**config.mk**
```make
export PLATFORM = sky130hd
export DESIGN_NAME = cpu_sequencer
export DESIGN_NICKNAME = d
export VERILOG_FILES = /design/src/rtl/cpu_pkg.sv /design/src/rtl/cpu_sequencer_seq_pc.sv /design/src/rtl/cpu_sequencer.sv
export SDC_FILE = /design/constraint.sdc
export NUM_CORES = 1
export LEC_CHECK = 0
export BUFFER_PORTS_ARGS = -buffer_cell sky130_fd_sc_hd__buf_4
export CORE_ASPECT_RATIO = 0.6
export CORE_UTILIZATION = 48
export CTS_CLUSTER_SIZE = 10
export DETAILED_ROUTE_END_ITERATION = 12
export GPL_ROUTABILITY_DRIVEN = 0
export PLACE_DENSITY_LB_ADDON = 0.05
export SYNTH_ARGS = -nofsm -noshare
export SYNTH_HDL_FRONTEND = slang
export SYNTH_SLANG_ARGS = --single-unit
```
**constraint.sdc**
```tcl
create_clock -name clk -period 2.3 [get_ports clk]
set_input_delay 0.46 -clock clk [delete_from_list [all_inputs] [get_ports clk]]
set_output_delay 0.46 -clock clk [all_outputs]
set_load 0.01 [all_outputs]
```
**src/rtl/cpu_pkg.sv**
```systemverilog
// Shared definitions for the vtisa core: opcode constants used by the decoder
// and the sequencer, plus the sequencer state encoding.
package cpu_pkg;

  // Opcodes live in instr[7:3].
  localparam logic [4:0] OP_NOP  = 5'b00000;
  localparam logic [4:0] OP_LI   = 5'b00001;
  localparam logic [4:0] OP_LD   = 5'b00010;
  localparam logic [4:0] OP_ST   = 5'b00011;
  localparam logic [4:0] OP_HALT = 5'b11111;

  // Sequencer states, 3-bit encoding.
  typedef enum logic [2:0] {
    ST_IDLE   = 3'd0,
    ST_FETCH  = 3'd1,
    ST_DECODE = 3'd2,
    ST_EXEC   = 3'd3,
    ST_MEM    = 3'd4,
    ST_WB     = 3'd5,
    ST_HALT   = 3'd6
  } seq_state_t;

  // LI only writes an immediate; every other EXEC-class opcode runs the ALU.
  function automatic logic op_uses_alu(input logic [4:0] op);
    return (op != OP_LI);
  endfunction

endpackage

```
**src/rtl/cpu_sequencer_seq_pc.sv**
```systemverilog
// Program counter: PC_W-bit register, async reset to RESET_PC, wrapping increment.
module seq_pc #(
  parameter int              PC_W     = 8,
  parameter logic [PC_W-1:0] RESET_PC = '0
) (
  input  logic            clk,
  input  logic            reset,
  input  logic            i_inc,
  output logic [PC_W-1:0] o_pc
);

  logic [PC_W-1:0] r_pc;

  // Advance by one on request; natural overflow gives the wrap to zero.
  always_ff @(posedge clk or posedge reset) begin
    if (reset) begin
      r_pc <= RESET_PC;
    end else if (i_inc) begin
      r_pc <= r_pc + PC_W'(1);
    end
  end

  assign o_pc = r_pc;

endmodule

```
**src/rtl/cpu_sequencer.sv**
```systemverilog
// Fetch/decode/execute control FSM for the 8-bit vtisa core. Owns PC and IR,
// drives the req/ack memory port and strobes the register file and ALU.
module cpu_sequencer
  import cpu_pkg::*;
#(
  parameter int              PC_W     = 8,
  parameter logic [PC_W-1:0] RESET_PC = '0
) (
  input  logic            clk,
  input  logic            reset,
  output logic            mem_req,
  output logic            mem_we,
  output logic [PC_W-1:0] mem_addr,
  input  logic            mem_ack,
  input  logic [7:0]      mem_rdata,
  input  logic [PC_W-1:0] data_addr,
  output logic [7:0]      ir,
  output logic            fetch_source,
  input  logic [4:0]      dec_opcode,
  input  logic            dec_is_mem_op,
  input  logic            dec_mem_rw,
  output logic [PC_W-1:0] pc,
  output logic            rf_we,
  output logic            alu_en,
  output logic            halted
);

  seq_state_t      r_state;
  seq_state_t      w_state_next;
  logic [7:0]      r_ir;
  logic [PC_W-1:0] w_pc;
  logic            w_pc_inc;
  logic            w_ir_load;

  seq_pc #(
    .PC_W    (PC_W),
    .RESET_PC(RESET_PC)
  ) u_seq_pc (
    .clk  (clk),
    .reset(reset),
    .i_inc(w_pc_inc),
    .o_pc (w_pc)
  );

  // State register; reset forces IDLE so every bus output drops at once.
  always_ff @(posedge clk or posedge reset) begin
    if (reset) begin
      r_state <= ST_IDLE;
    end else begin
      r_state <= w_state_next;
    end
  end

  // Instruction register, captured from the read data on the fetch ack.
  always_ff @(posedge clk or posedge reset) begin
    if (reset) begin
      r_ir <= 8'h00;
    end else if (w_ir_load) begin
      r_ir <= mem_rdata;
    end
  end

  // Next-state and Moore outputs. Outputs depend on the state (and on the
  // decoder, which only sees the stable IR), never on mem_ack; mem_ack only
  // steers the transition and the IR/PC updates.
  always_comb begin
    w_state_next = r_state;
    w_pc_inc     = 1'b0;
    w_ir_load    = 1'b0;
    mem_req      = 1'b0;
    mem_we       = 1'b0;
    mem_addr     = '0;
    fetch_source = 1'b0;
    rf_we        = 1'b0;
    alu_en       = 1'b0;
    halted       = 1'b0;

    case (r_state)
      ST_IDLE: begin
        w_state_next = ST_FETCH;
      end

      ST_FETCH: begin
        mem_req      = 1'b1;
        mem_addr     = w_pc;
        fetch_source = 1'b1;
        if (mem_ack) begin
          w_ir_load    = 1'b1;
          w_pc_inc     = 1'b1;
          w_state_next = ST_DECODE;
        end
      end

      ST_DECODE: begin
        // HALT is tested first so it can never be mistaken for another class.
        if (dec_opcode == OP_HALT) begin
          w_state_next = ST_HALT;
        end else if (dec_is_mem_op) begin
          w_state_next = ST_MEM;
        end else if (dec_opcode == OP_NOP) begin
          w_state_next = ST_FETCH;
        end else begin
          w_state_next = ST_EXEC;
        end
      end

      ST_EXEC: begin
        rf_we        = 1'b1;
        alu_en       = op_uses_alu(dec_opcode);
        w_state_next = ST_FETCH;
      end

      ST_MEM: begin
        // Address and direction come from sources that are stable for the
        // whole instruction, so they stay constant across wait cycles.
        mem_req  = 1'b1;
        mem_we   = dec_mem_rw;
        mem_addr = data_addr;
        if (mem_ack) begin
          w_state_next = dec_mem_rw ? ST_FETCH : ST_WB;
        end
      end

      ST_WB: begin
        rf_we        = 1'b1;
        w_state_next = ST_FETCH;
      end

      ST_HALT: begin
        halted = 1'b1;
      end

      default: begin
        w_state_next = ST_IDLE;
      end
    endcase
  end

  assign ir = r_ir;
  assign pc = w_pc;

endmodule

```
# [Word level (Yosys, flattened, before mapping)]
# Index checks and enable logic that the tools add are counted.
[totals] input_bits=26 register_bits=19 wordCells=37
[classes] n_addsub=1 bitwise=1 n_eq_ne=10 n_mux=16 n_reduce_logical=6
[ops] operator="$pmux 8 s2" n=1
[ops] operator="$mux 3" n=5
[ops] operator="$pmux 3 s5" n=1
[ops] operator="$eq 3x3->1 const B" n=3
[ops] operator="$add 8x1->8 const B" n=1
[ops] operator="$mux 1" n=8
[ops] operator="$eq 3x2->1 const B" n=2
[ops] operator="$eq 5x5->1 const B" n=1
[ops] operator="$logic_not 5->1" n=1
[ops] operator="$ne 5x1->1 const B" n=1
[ops] operator="$ne 2x2->1 const B" n=2
[ops] operator="$reduce_or 2->1" n=2
[ops] operator="$eq 3x1->1 const B" n=1
[ops] operator="$logic_not 3->1" n=1
[ops] operator="$reduce_and 3->1" n=1
[ops] operator="$reduce_or 3->1" n=1
[ops] operator="$mux 2" n=1
[ops] operator="$not 1->1" n=1

# [Logic depth before layout (Yosys ltp)]
# Gate-level depths: netlist (run 1).
[depth] depth_word=5 depth_mapped=6

# [By module]
# Synthesis (run 1) repeated with hierarchy kept, for this count alone.
[unflattened] hier_cells=97 hier_area_um2=1058.5
[by_module_without_submodules] mod="cpu_sequencer" cells_each=70 area_each_um2=713.2 instances=1 seq_area_each_um2=275.3
[by_module_without_submodules] mod="seq_pc" cells_each=27 area_each_um2=345.3 instances=1 seq_area_each_um2=200.2

# [Worst setup path before layout (run 1)]
# No wires, ideal clock.
[synth_path] kind="reg2out" from="reg r_state[2]" to="out mem_addr[2]" n_path_buf=2 stages_incl_launch_ff=6 setup_slack_ns=0.691 required_ns=1.840 t_arrival_ns=1.149 cell_sequence="dfrtp_1 buf_4 nor2b_1 clkbuf_1 a22oi_1 nor2_1"
[synth_via] elab_chain_len=2 word_cells_on_any_way=3
[synth_rtl] element="start, declared" line_no="cpu_sequencer.sv:28" source="seq_state_t r_state;"
[synth_rtl] element="start signal, assigned" line_no="cpu_sequencer.sv:50" source="r_state <= w_state_next;"
[synth_rtl] element="$eq 3x3->1 or $eq 3x1->1 (tied branches)" line_no="cpu_sequencer.sv:78" source="case (r_state)"
[synth_rtl] element="$pmux 8 s2 *" line_no="cpu_sequencer.sv:78"
[synth_rtl] element="end, declared" line_no="cpu_sequencer.sv:13" source="output logic [PC_W-1:0] mem_addr,"
# Every way passes the cells marked *; elsewhere a longest branch is shown, timed or not.

# [Final worst setup path (run 1)]
[layout_path] from="reg r_state[2]" to="out mem_addr[0]"
# The elaborated chain is that of the path after synthesis.

==> results, run 1 <==
- The run finished with clean final reports.
- The number of standard cells in the final layout excluding fillers is 180.
- In this run the horizontal extent of the chip is 63.76 um.
- The post-route netlist has 51.97% of its cells at a drive strength greater than 1.
- Setup violations remaining at the end of the flow were counted as 0.
- The setup slack of the most critical reg-to-reg path is 700 ps.
- The per-cell routed wire length is 14.53 um.
- The tightest min-delay check is of the primary input to asynchronous set/reset pin type.
- The number of antenna diodes in the final layout is 0.
- The number of antenna violations at the first check in global routing was 0.
- In this run the number of H-tree levels came out at 1.
- The final layout contains 180 nets.
- The minimum setup slack after placement is 335.1 ps.
- The cell area that synthesis handed to floorplanning was 0.001099 mm^2.
- The height of the chip is 39.06 um.
- The number of vias in the routed layout is 952.
- The clock-pin slew on the worst setup and hold paths is 70 ps.
- The quantity of gates resized following cts is 0.
- TritonCTS built the clock tree.
- The detailed-placement wirelength estimate is 2.039 mm.
- The final hold violation count is 0.
- For this run, design rule violations remaining after detail routing come to 0.
- The portion of the clock cycle consumed by the worst path in the final layout is 91.60%.
- The design draws 1.938 mW.
- Setup repair after global routing left no endpoint under its margin.
- The core region is 0.001997 mm^2.
- The number of instances in the placed design is 176.
- The worst setup path is of the register to output pin kind.
- Across the VDD grid, the largest voltage drop is 777.7 uV.
- The cell sitting at the root of the clock tree is a sky130_fd_sc_hd__clkbuf_8.
- The via count normalized by instance count is 5.289.
- The met1 layer wirelength in the final routing is 1.079 mm.
- The max capacitance violation total is 0.
- The count of filler cells inserted in the layout is 129.
- In the synthesized netlist the async set-or-reset flop fraction comes to 100.0%.
- The power density normalized to cell area is 1244 mW/mm^2.
- The top fanout value on the critical path is 10.
- The number of primary I/O pins is 56.
- After detailed routing, the total wire length is 2.615 mm.
- The startpoint identified for the worst register-to-register timing path is r_state[2].
- The number of hold buffers added after CTS is 0.
- STA classifies the critical path startpoint as a register.
- The number of nets in the synthesized netlist is 124.
- The worst path setup slack after routing is 193.3 ps.
- The sequential-to-total area share from yosys stat is 43.28%.
- Signal routing reaches up to met4.
- Summed over all layers, the global routing overflow is 0.
- The count of synthesis-stage warnings from yosys is 0.
- Data on the critical path is required at its endpoint by 1840 ps.
- The synthesized netlist cell count is 97.
- The number of cells on the worst reg-to-reg path is 3.
- The final hold slack is 322.8 ps.
- Summed over all failing endpoints, the final setup total negative slack is 0 ps.
- The die covers 0.002490 mm^2.
- The met2 wire length is 1.375 mm.
- Relative to the synthesized area, the layout overhead comes to 41.80%.
- The maximum clock insertion buffer count is 2.
- Yosys mapped the design onto 33 distinct sky130hd cell types.
- The total of flip-flops plus latches after synthesis is 19.
- The leakage power summed over all cells is 0.7747 nW.
- The relative slew slack is 51.59%.
- The pre-antenna-repair detailed-routing pass consisted of 5 iterations.
- In the detailed route, the total length drawn on met3 is 141 um.
- The number of rows created at floorplan is 12.
- Buffers inserted during clock tree synthesis total 3.
- The max-slew violation count is 0.
- Data arrives at the worst endpoint at 1650 ps.
- In this run the post-CTS setup repair buffer count came out at 0.
- Based on the critical path, the design can be clocked at up to 474.7 MHz.
- The global-route wire length before repair is 3.926 mm.
- The clock sink count is 19.
- The clock reaches the later pin of the worst-skew pair after 260 ps.
- The flip-flop cell with the highest count after synthesis is sky130_fd_sc_hd__dfrtp_1.
- Once detail routing completed, the nets flagged for antenna violations numbered 0.
- The slew at the pin closest to its max-slew limit is 725.4 ps.
- Once the floorplan was initialized, standard cells occupied 55.01% of the core.
- The number of enable-type register cells in the synthesized netlist is 0.
- Entering global routing, the biggest net connects 20 pins.
- The number of design-rule violations left by the first detailed-router iteration is 30.
- The setup skew after layout is 1.328 ps.
- In this run the mean area of a mapped cell was 11.33 um^2.
- The count of buffers inserted at the top-level ports is 55.
- The endpoint identified for the worst register-to-register timing path is ir[2].
- The via count of the first global-routing pass is 839.
- STA classifies the critical path endpoint as an output pin.
- Global routing consumed, over all layers together, 22.70% of the routing resources.
- For the finished layout, the period the worst path requires is 2107 ps.
critical path: stages (launching register included):
cell,delay [ps]
sky130_fd_sc_hd__dfrtp_1,580
sky130_fd_sc_hd__nor2b_2,440
sky130_fd_sc_hd__a22oi_1,120
sky130_fd_sc_hd__nor2_1,120
sky130_fd_sc_hd__buf_4,130
layer usage:
| layer | GRT usage [%] | up-vias |
|---|---|---|
| met5 | 0 | - |
| met4 | 7.386 | 0 |
| met3 | 5.882 | 2 |
| met2 | 42.02 | 36 |
| met1 | 26.46 | 463 |
| li1 | - | 451 |
logic make-up after synthesis:
family / synth area share (%)
buf+inv: 6.606
simple gates: 21.87
mux: 9.226
compound gates: 10.14
fa+ha+maj: 1.139
xor+xnor: 7.745
flops: 43.28
sequential cells by signal (all words and copies together) (netlist names):
| name | cells |
|---|---|
| r_state | 3 |
| ir | 8 |
| u_seq_pc.o_pc | 8 |
stage by stage:
stage                     utilization [%]  area, um^2
after floorplan                         -        1099
after global placement              75.50        1508
after detailed placement            75.50        1508
after CTS                           77.76        1553
after global routing                78.01        1558
final                               78.01        1558
placed cells by master, fill, tap and decap left out, types with 2 or more instances in the layout:
master	netlist	final
sky130_fd_sc_hd__a21oi_1	2	2
sky130_fd_sc_hd__a22oi_1	8	8
sky130_fd_sc_hd__and2_1	2	2
sky130_fd_sc_hd__and3_1	2	2
sky130_fd_sc_hd__buf_4	1	58
sky130_fd_sc_hd__clkbuf_8	0	3
sky130_fd_sc_hd__dfrtp_1	19	19
sky130_fd_sc_hd__inv_1	3	3
sky130_fd_sc_hd__mux2_2	8	8
sky130_fd_sc_hd__nand2_1	3	3
sky130_fd_sc_hd__nand2b_1	2	2
sky130_fd_sc_hd__nand3_2	3	3
sky130_fd_sc_hd__nand4_4	2	2
sky130_fd_sc_hd__nor2_1	12	12
sky130_fd_sc_hd__nor2b_2	0	2
sky130_fd_sc_hd__o21ai_0	2	2
sky130_fd_sc_hd__xnor2_1	5	5
sky130_fd_sc_hd__xnor2_2	2	2
power by group:
group	switching (mW)	internal [mW]	leakage, nW
Clock	0.111	0.123	0.0228
Combinational	0.476	0.572	0.519
Sequential	0.180	0.477	0.233
Total	0.766	1.17	0.775
area by class of cell:
cell class	instances	area, um^2	area share, %
Clock buffer	4	45.04	2.892
Inverter	3	11.26	0.7229
Multi-Input combinational cell	68	555.5	35.66
Sequential cell	19	475.5	30.52
Tap cell	28	35.03	2.249
Timing Repair Buffer	58	435.4	27.95
how the worst max path moves through the flow:
stage,from,to
detailed placement,r_state[2],mem_addr[0]
finish,r_state[2],mem_addr[0]
global route,r_state[2],mem_addr[0]
CTS,r_state[2],mem_addr[2]
global placement,r_state[2],mem_addr[2]
floorplan,r_state[2],mem_addr[2]
cells in the mapped netlist, drive strengths merged (2+ instances only):
master	instances	area, um^2
clkbuf	3	11.26
nand2b	2	12.51
nand2	3	11.26
xnor2	7	76.32
a21oi	2	10.01
nor2b	2	12.51
dfrtp	19	475.5
nand3	3	30.03
nand4	3	48.80
mux2	9	101.4
and2	2	12.51
nor2	12	45.04
a22oi	8	60.06
and3	2	12.51
o21ai	2	10.01
buf	4	50.05
inv	3	11.26
Power figures use the tool's default switching activity.
==> inputs of run 2 (changes only) <==
--- a/config.mk
+++ b/config.mk
@@ -7,11 +7,14 @@
 export LEC_CHECK = 0
 export BUFFER_PORTS_ARGS = -buffer_cell sky130_fd_sc_hd__buf_4
 export CORE_ASPECT_RATIO = 0.6
+export CORE_MARGIN = 5
 export CORE_UTILIZATION = 48
 export CTS_CLUSTER_SIZE = 10
 export DETAILED_ROUTE_END_ITERATION = 12
 export GPL_ROUTABILITY_DRIVEN = 0
+export GPL_TIMING_DRIVEN = 0
 export PLACE_DENSITY_LB_ADDON = 0.05
+export SETUP_SLACK_MARGIN = 0.2
 export SYNTH_ARGS = -nofsm -noshare
 export SYNTH_HDL_FRONTEND = slang
 export SYNTH_SLANG_ARGS = --single-unit
==> results, run 2 (synthesis results as in run 1) <==
- The detailed-routing iteration count for the pre-antenna-repair pass is 4 (-1).
- The starting density of the core is 50.40% (-4.6 points).
- The via count of the first global-routing pass was 948 (+13%).
- The detailed-placement wirelength estimate was 2.190 mm (+7.4%).
- The insertion delay of the later-clocked pin in the worst-skew pair is 260 ps (about the same).
- The relative slew slack came to 51.61% (about the same).
- The final core utilization is 73.31% (-4.7 points).
- The critical path is of the register to output pin type.
- The flow ran to the end, and the final reports show no timing, DRC or antenna violations.
- The cell type with the highest occurrence count on the critical path is sky130_fd_sc_hd__buf_4.
- The leakage power summed over all cells is 0.7966 nW (+2.8%).
- The top cell types in the final layout, fill and taps aside, are 56 x sky130_fd_sc_hd__buf_4, 19 x sky130_fd_sc_hd__dfrtp_1, 12 x sky130_fd_sc_hd__nor2_1.
- The CTS buffer count was 3 (unchanged).
- The share of layout cells above drive strength 1 came to 51.92% (about the same).
- The total routing resource utilization after global routing is 17.03% (-5.7 points).
- The height of the chip is 47.06 um (+20%).
- The data arrival time of the critical path was 1530 ps (-120 ps).
- The number of inserted diodes is 0 (unchanged).
- The largest voltage drop on the vdd net came to 694.8 uV (-11%).
- The count of buffering cells on the critical path with inverters included came to 3 (+2).
- The per-cell routed wire length is 14.52 um (about the same).
- The number of hold buffers added after CTS is 0 (unchanged).
- The number of antenna violations at the first check in global routing is 0 (unchanged).
- The post-route antenna net violation count is 0 (unchanged).
- The global-route congestion overflow total came to 0 (unchanged).
- The core region area came to 0.002180 mm^2 (+9.1%).
- The number of vias in the routed layout came to 965 (+1.4%).
- Leaving out fill and tap cells, the most frequent cell in the layout is sky130_fd_sc_hd__buf_4.
- The count of filler cells inserted in the layout was 170 (+32%).
- The number of primary I/O pins is 56 (unchanged).
- The cell sitting at the root of the clock tree is a sky130_fd_sc_hd__clkbuf_8.
- The count of cells along the worst register-to-register path came to 5 (+2).
- The maximum achievable frequency was 501.9 MHz (+5.7%).
- The launching element type of the critical path is a register.
- The number of design-rule violations left by the first detailed-router iteration is 76 (+150%).
- The number of rows created at floorplan is 13 (+1).
- The number of nets in the layout was 184 (+2.2%).
- The final hold slack is 321.9 ps (-0.9230 ps).
- The post-route DRC violation count is 0 (unchanged).
- The slew at the pin closest to its max-slew limit is 725.1 ps (-0.2393 ps).
- The via count normalized by instance count is 5.188 (-1.9%).
- The final number of setup-violating endpoints is 0 (unchanged).
- The maximum number of pins on one net before global-route repair is 20 (unchanged).
- The family with the most delay on the worst path is buffers and inverters.
- The worst hold path belongs to the class primary input to asynchronous set/reset pin.
- The clock-pin slew on the worst setup and hold paths is 70 ps (about the same).
- The cell depth of the worst setup path is 6 (+2).
- The portion of the clock cycle consumed by the worst path in the final layout is 86.63% (-5.0 points).
- TritonCTS built the clock tree.
- Setup repair after global routing left no endpoint under its margin.
- The cell area after placement is 0.001549 mm^2 (+2.7%).
- The clock sink count is 19 (unchanged).
- The final hold violation count was 0 (unchanged).
- The setup total negative slack came to 0 ps (unchanged).
- The number of levels in the clock H-tree is 1 (unchanged).
- The power density normalized to cell area is 1237 mW/mm^2 (-0.58%).
- The biggest cell delay along the critical path was 360 ps (-220 ps).
- The total routed wirelength was 2.701 mm (+3.3%).
- The top fanout value on the critical path is 10 (unchanged).
- The synthesis-to-finish area growth is 45.44%.
- The setup skew after layout is 5.176 ps (+3.848 ps).
- The max capacitance violation total is 0 (unchanged).
- Traced cell by cell, the critical path runs through buf_4 > nor2b_1 > clkbuf_2 > a22oi_1 > nor2_1 > buf_4.
- The global-route wire length before repair is 4.381 mm (+12%).
- The die area is 0.003377 mm^2 (+36%).
- The data required time at the worst endpoint came to 1840 ps (about the same).
- The count of buffers inserted at the top-level ports is 55 (unchanged).
- The chip width is 71.76 um (+13%).
- The maximum clock insertion buffer count is 2 (unchanged).
- The master of the slowest instance on the critical path is sky130_fd_sc_hd__dfrtp_1.
- The worst path setup slack after routing was 307.5 ps (+114.2 ps).
- The finished layout cell area is 0.001598 mm^2 (+2.6%).
- The final critical delay including setup and external delays is 1992 ps (-114.2 ps).
- The worst setup path is captured at an output pin.
- The max-slew violation count is 0 (unchanged).
- The minimum setup slack after placement came to 450.2 ps (+115.1 ps).
run 2: cell count changes in the layout (fill, tap and decap cells not counted), sizes merged:
cell / before / now
clkbuf: 4 / 6
buf: 58 / 59
clkinv: 0 / 1
run 2: routing by layer:
metal	vias to the layer above	routed length [um]	global-route usage, %
met2	50	1240	28.47
met1	455	1144	22.53
li1	458	-	-
met3	2	307	4.915
met5	-	0	0
met4	0	8	3.745
run 2: report_power, final:
group          leakage, nW  internal [mW]  total (mW)  switching, mW
registers            0.233          0.477       0.619          0.142
logic                0.538          0.611        1.12          0.514
clock network       0.0255          0.120       0.232          0.112
total                0.797           1.21        1.98          0.768
run 2: repair_timing:
action,CTS,global route
setup buffers,0,0
gates resized for setup,1,2
setup endpoints to repair,8,9
hold endpoints to repair,0,0
run 2: path summary, 6_finish.rpt:
| check | from | slack, ps | to |
|---|---|---|---|
| worst min register to register | ir[0] | 490 | ir[0] |
| min in group clk | mem_rdata[0] | 420 | ir[0] |
| max in group asynchronous | reset | 1520 | u_seq_pc.o_pc[5] |
| worst max register to register | r_state[2] | 720 | ir[0] |
| worst min-delay path | reset | 320 | ir[6] |
| worst max-delay path | r_state[2] | 310 | mem_addr[5] |
run 2: worst register-to-register path: stages (launching register included):
cell,delay (ps)
sky130_fd_sc_hd__dfrtp_1,360
sky130_fd_sc_hd__buf_4,170
sky130_fd_sc_hd__nor4bb_4,270
sky130_fd_sc_hd__buf_6,190
sky130_fd_sc_hd__buf_12,150
sky130_fd_sc_hd__mux2_1,320
run 2: layout make-up:
class                   instances  area [um^2]  share of cell area (%)
plain buffers                   7        63.81                   3.994
repair buffers                 55        412.9                   25.84
clock inverters                 1        5.005                  0.3132
flip-flops and latches         19        475.5                   29.76
inverters                       3        11.26                  0.7048
well taps                      30        37.54                   2.349
clock buffers                   3        41.29                   2.584
multi-input cells              68        550.5                   34.46
run 2: through the flow:
step / total power, mW / instances
after floorplan: 1.262 / 97
after global placement: 1.731 / 182
after detailed placement: 1.758 / 182
after CTS: 1.990 / 186
after global routing: 2.115 / 186
final: 1.976 / 186
==> inputs of run 3 (changes only) <==
--- a/config.mk
+++ b/config.mk
@@ -8,7 +8,7 @@
 export BUFFER_PORTS_ARGS = -buffer_cell sky130_fd_sc_hd__buf_4
 export CORE_ASPECT_RATIO = 0.6
 export CORE_MARGIN = 5
-export CORE_UTILIZATION = 48
+export CORE_UTILIZATION = 47
 export CTS_CLUSTER_SIZE = 10
 export DETAILED_ROUTE_END_ITERATION = 12
 export GPL_ROUTABILITY_DRIVEN = 0
@@ -17,4 +17,5 @@
 export SETUP_SLACK_MARGIN = 0.2
 export SYNTH_ARGS = -nofsm -noshare
 export SYNTH_HDL_FRONTEND = slang
+export SYNTH_HIERARCHICAL = 1
 export SYNTH_SLANG_ARGS = --single-unit
==> results, run 3 <==
- The leakage power summed over all cells is 0.8027 nW (+0.76%).
- The largest voltage drop on the vdd net is 744.1 uV (+7.1%).
- The share of layout cells above drive strength 1 is 48.72% (-3.2 points).
- The height of the chip came to 46.76 um (-0.63%).
- The final hold slack is 146.8 ps (-175.0 ps).
- The final core utilization is 71.89% (-1.4 points).
- The synthesis-to-finish area growth is 46.93%.
- The part of the total power dissipated in the clock network is 12.1% (+0.3 points).
- The count of filler cells inserted in the layout is 163 (-4.1%).
- The total routed wirelength was 2.688 mm (-0.48%).
- sky130_fd_sc_hd__dfrtp_1 is the most common cell in the netlist.
- The detailed-placement wirelength estimate is 2.125 mm (-3.0%).
- The max capacitance violation total is 0 (unchanged).
- The number of hold buffers added after CTS was 0 (unchanged).
- The switching power as a share of total power was 38.24% (-0.62 points).
- The part of the total power dissipated in combinational logic is 56.5% (-0.4 points).
- The number of levels in the clock H-tree is 1 (unchanged).
- The number of primary I/O pins is 56 (unchanged).
- The maximum achievable frequency is 525.6 MHz (+4.7%).
- The worst setup path is captured at an output pin.
- The chip width is 71.27 um (-0.69%).
- The die area is 0.003332 mm^2 (-1.3%).
- The CTS buffer count came to 3 (unchanged).
- The quantity of gates resized following cts is 0 (-1).
- The share of total power in sequential cells is 31.4% (about the same).
- The per-cell routed wire length was 14.45 um (-0.48%).
- The number of vias in the routed layout came to 947 (-1.9%).
- The sequential-to-total area share from yosys stat is 44.92% (+1.6 points).
- The synthesized netlist cell count is 97 (unchanged).
- In this run the critical register-to-register path is captured at u_seq_pc/o_pc[7].
- The final number of setup-violating endpoints is 0 (unchanged).
- The global-route wire length before repair was 4.333 mm (-1.1%).
- The number of enable-type register cells in the synthesized netlist is 0 (unchanged).
- The post-synthesis net count is 124 (unchanged).
- The share of the synthesized area in the top cell type was 44.92% (+1.6 points).
- The setup skew after layout was 1.062 ps (-4.114 ps).
- The setup total negative slack is 0 ps (unchanged).
- The detailed-routing iteration count for the pre-antenna-repair pass was 4 (unchanged).
- The portion of the clock cycle consumed by the worst path in the final layout is 82.72% (-3.9 points).
- The footprint of the multi-input gates is 520.5 um^2 (-5.5%).
- The power density normalized to cell area is 1266 mW/mm^2 (+2.4%).
- The number of antenna violations at the first check in global routing is 0 (unchanged).
- The launching element type of the critical path is a register.
- The number of buffers inserted by post-CTS setup repair was 0 (unchanged).
- The root buffer cell is sky130_fd_sc_hd__clkbuf_8.
- The slew at the pin closest to its max-slew limit came to 456.8 ps (-268.3 ps).
- The count of buffers inserted at the top-level ports came to 55 (unchanged).
- The internal power of the cells was 1.216 mW (+0.67%).
- The number of rows created at floorplan was 13 (unchanged).
- The area of all sequential standard cells is 475.5 um^2 (unchanged).
- The cell taking the most area after synthesis is sky130_fd_sc_hd__dfrtp_1.
- The relative slew slack is 69.55% (+18 points).
- The total routing resource utilization after global routing is 17.49% (+0.46 points).
- The clock tree from TritonCTS is done.
- The setup slack of the most critical reg-to-reg path came to 520 ps (-200 ps).
- The maximum number of pins on one net before global-route repair came to 16 (-20%).
- The count of synthesis-stage warnings from yosys was 6 (+6).
- The number of inserted diodes is 0 (unchanged).
- The top fanout value on the critical path came to 10 (unchanged).
- The max-slew violation count is 0 (unchanged).
- The insertion delay of the later-clocked pin in the worst-skew pair is 260 ps (about the same).
- The critical path class is register to output pin.
- The net switching power was 753.1 uW (-1.9%).
- The final critical delay including setup and external delays came to 1902 ps (-89.96 ps).
- The data required time at the worst endpoint is 1840 ps (about the same).
- The data arrival time of the critical path is 1440 ps (-90 ps).
- The starting density of the core is 48.93% (-1.5 points).
- The count of cells along the worst register-to-register path is 6 (+1).
- In this run the worst hold path is classified as primary input to asynchronous set/reset pin.
- In this run the critical register-to-register path is launched from r_state[1].
- The top cell types in the final layout, fill and taps aside, are 55 x sky130_fd_sc_hd__buf_4, 19 x sky130_fd_sc_hd__dfrtp_1, 13 x sky130_fd_sc_hd__nor2_1.
- The post-route antenna net violation count was 0 (unchanged).
- The total of flip-flops plus latches after synthesis is 19 (unchanged).
- The clock-pin slew on the worst setup and hold paths is 70 ps (about the same).
- The number of design-rule violations left by the first detailed-router iteration is 52 (-32%).
- The commonest cells after synthesis are 19 x sky130_fd_sc_hd__dfrtp_1, 13 x sky130_fd_sc_hd__nor2_1, 8 x sky130_fd_sc_hd__a22oi_1, 7 x sky130_fd_sc_hd__mux2_4.
- The most common cell after layout, fill and taps aside is sky130_fd_sc_hd__buf_4.
- The core region area is 0.002163 mm^2 (-0.75%).
- The via count normalized by instance count came to 5.091 (-1.9%).
- The maximum clock insertion buffer count is 2 (unchanged).
- The proportion of synthesized flip-flops having asynchronous set or reset is 100.0% (unchanged).
- The run finished with clean final reports.
- The global-route congestion overflow total was 0 (unchanged).
- The average size of a mapped cell is 10.91 um^2 (-3.6%).
- The number of unique standard cell types used by synthesis came to 30 (-9.1%).
- The number of nets in the layout is 184 (unchanged).
- The finished layout cell area is 0.001555 mm^2 (-2.7%).
- The clock sink count is 19 (unchanged).
- Setup repair after global routing left no endpoint under its margin.
- The cell area after placement is 0.001509 mm^2 (-2.6%).
- The post-route DRC violation count is 0 (unchanged).
- By area the synthesized netlist is led by sky130_fd_sc_hd__dfrtp_1 45%, sky130_fd_sc_hd__mux2_4 9.9%, sky130_fd_sc_hd__a22oi_1 5.7%.
- The area of the mapped netlist is 0.001059 mm^2 (-3.6%).
- The via count of the first global-routing pass was 925 (-2.4%).
- The final hold violation count came to 0 (unchanged).
- The flip-flop cell with the highest count after synthesis is sky130_fd_sc_hd__dfrtp_1.
run 3: changes by cell type after synthesis, sizes merged, moves of 2 or more:
cell,delta
nand3,-3
xor2,+2
xnor2,-2
clkbuf,-2
nand2,+2
run 3: cell families (layout without fill, tap and decap cells):
| family | count (synthesis) | in the layout | synth area share [%] |
|---|---|---|---|
| AOI/OAI and AO/OA | 16 | 16 | 10.52 |
| adders and majority gates | 1 | 1 | 1.182 |
| DFF | 19 | 19 | 44.92 |
| muxes | 9 | 9 | 12.06 |
| xor gates and xnor gates | 8 | 8 | 6.620 |
| buffers and inverters | 10 | 69 | 5.909 |
| and+or+nand+nor | 34 | 34 | 18.80 |
run 3: layout make-up:
class	instances	area share (%)
clock inverter	1	0.3218
sequential	19	30.57
tap	30	2.414
multi-input combinational	68	33.47
clock buffer	3	2.655
inverter	4	0.9654
timing repair buffer	55	26.55
buffer	6	3.057
run 3: worst max path at each step:
| stage | cells after the start | endpoint | slack [ps] | start |
|---|---|---|---|---|
| after global placement | 6 | u_seq_pc/o_pc[7] | 520 | mem_ack |
| after global routing | 6 | mem_addr[2] | 310 | r_state[2] |
| after detailed placement | 6 | u_seq_pc/o_pc[7] | 500 | mem_ack |
| after floorplan | 6 | u_seq_pc/o_pc[7] | 720 | r_state[1] |
| after CTS | 6 | mem_addr[4] | 390 | r_state[2] |
| final | 6 | mem_addr[3] | 400 | r_state[2] |
run 3: metal layers:
layer / global-route usage (%) / vias to the layer above / wire length, um
met5: 0 / - / 0
met4: 8.240 / 0 / 34
met3: 7.265 / 4 / 279
met2: 27.92 / 46 / 1220
met1: 21.23 / 443 / 1153
li1: - / 454 / -
run 3: power groups by stage:
stage	combinational [mW]	sequential (mW)	clock (mW)
after CTS	1.12	0.621	0.244
after global placement	1.09	0.613	0
final	1.11	0.619	0.238
after detailed placement	1.12	0.622	0
after global routing	1.20	0.644	0.257
after floorplan	0.588	0.655	0
run 3: critical path: stages, from the launching register on:
cell and delay [ps]:
sky130_fd_sc_hd__dfrtp_1 370, sky130_fd_sc_hd__buf_6 140, sky130_fd_sc_hd__nor2b_1 120, sky130_fd_sc_hd__buf_2 170
sky130_fd_sc_hd__a22oi_1 150, sky130_fd_sc_hd__nor2_1 60, sky130_fd_sc_hd__buf_4 160
run 3: stage by stage:
step / std cells / total power, mW / setup WS (ps)
floorplan: 97 / 1.243 / 720.7
global placement: 182 / 1.707 / 518.1
detailed placement: 182 / 1.743 / 495.7
CTS: 186 / 1.986 / 392.6
global route: 186 / 2.103 / 309.6
finish: 186 / 1.969 / 397.5
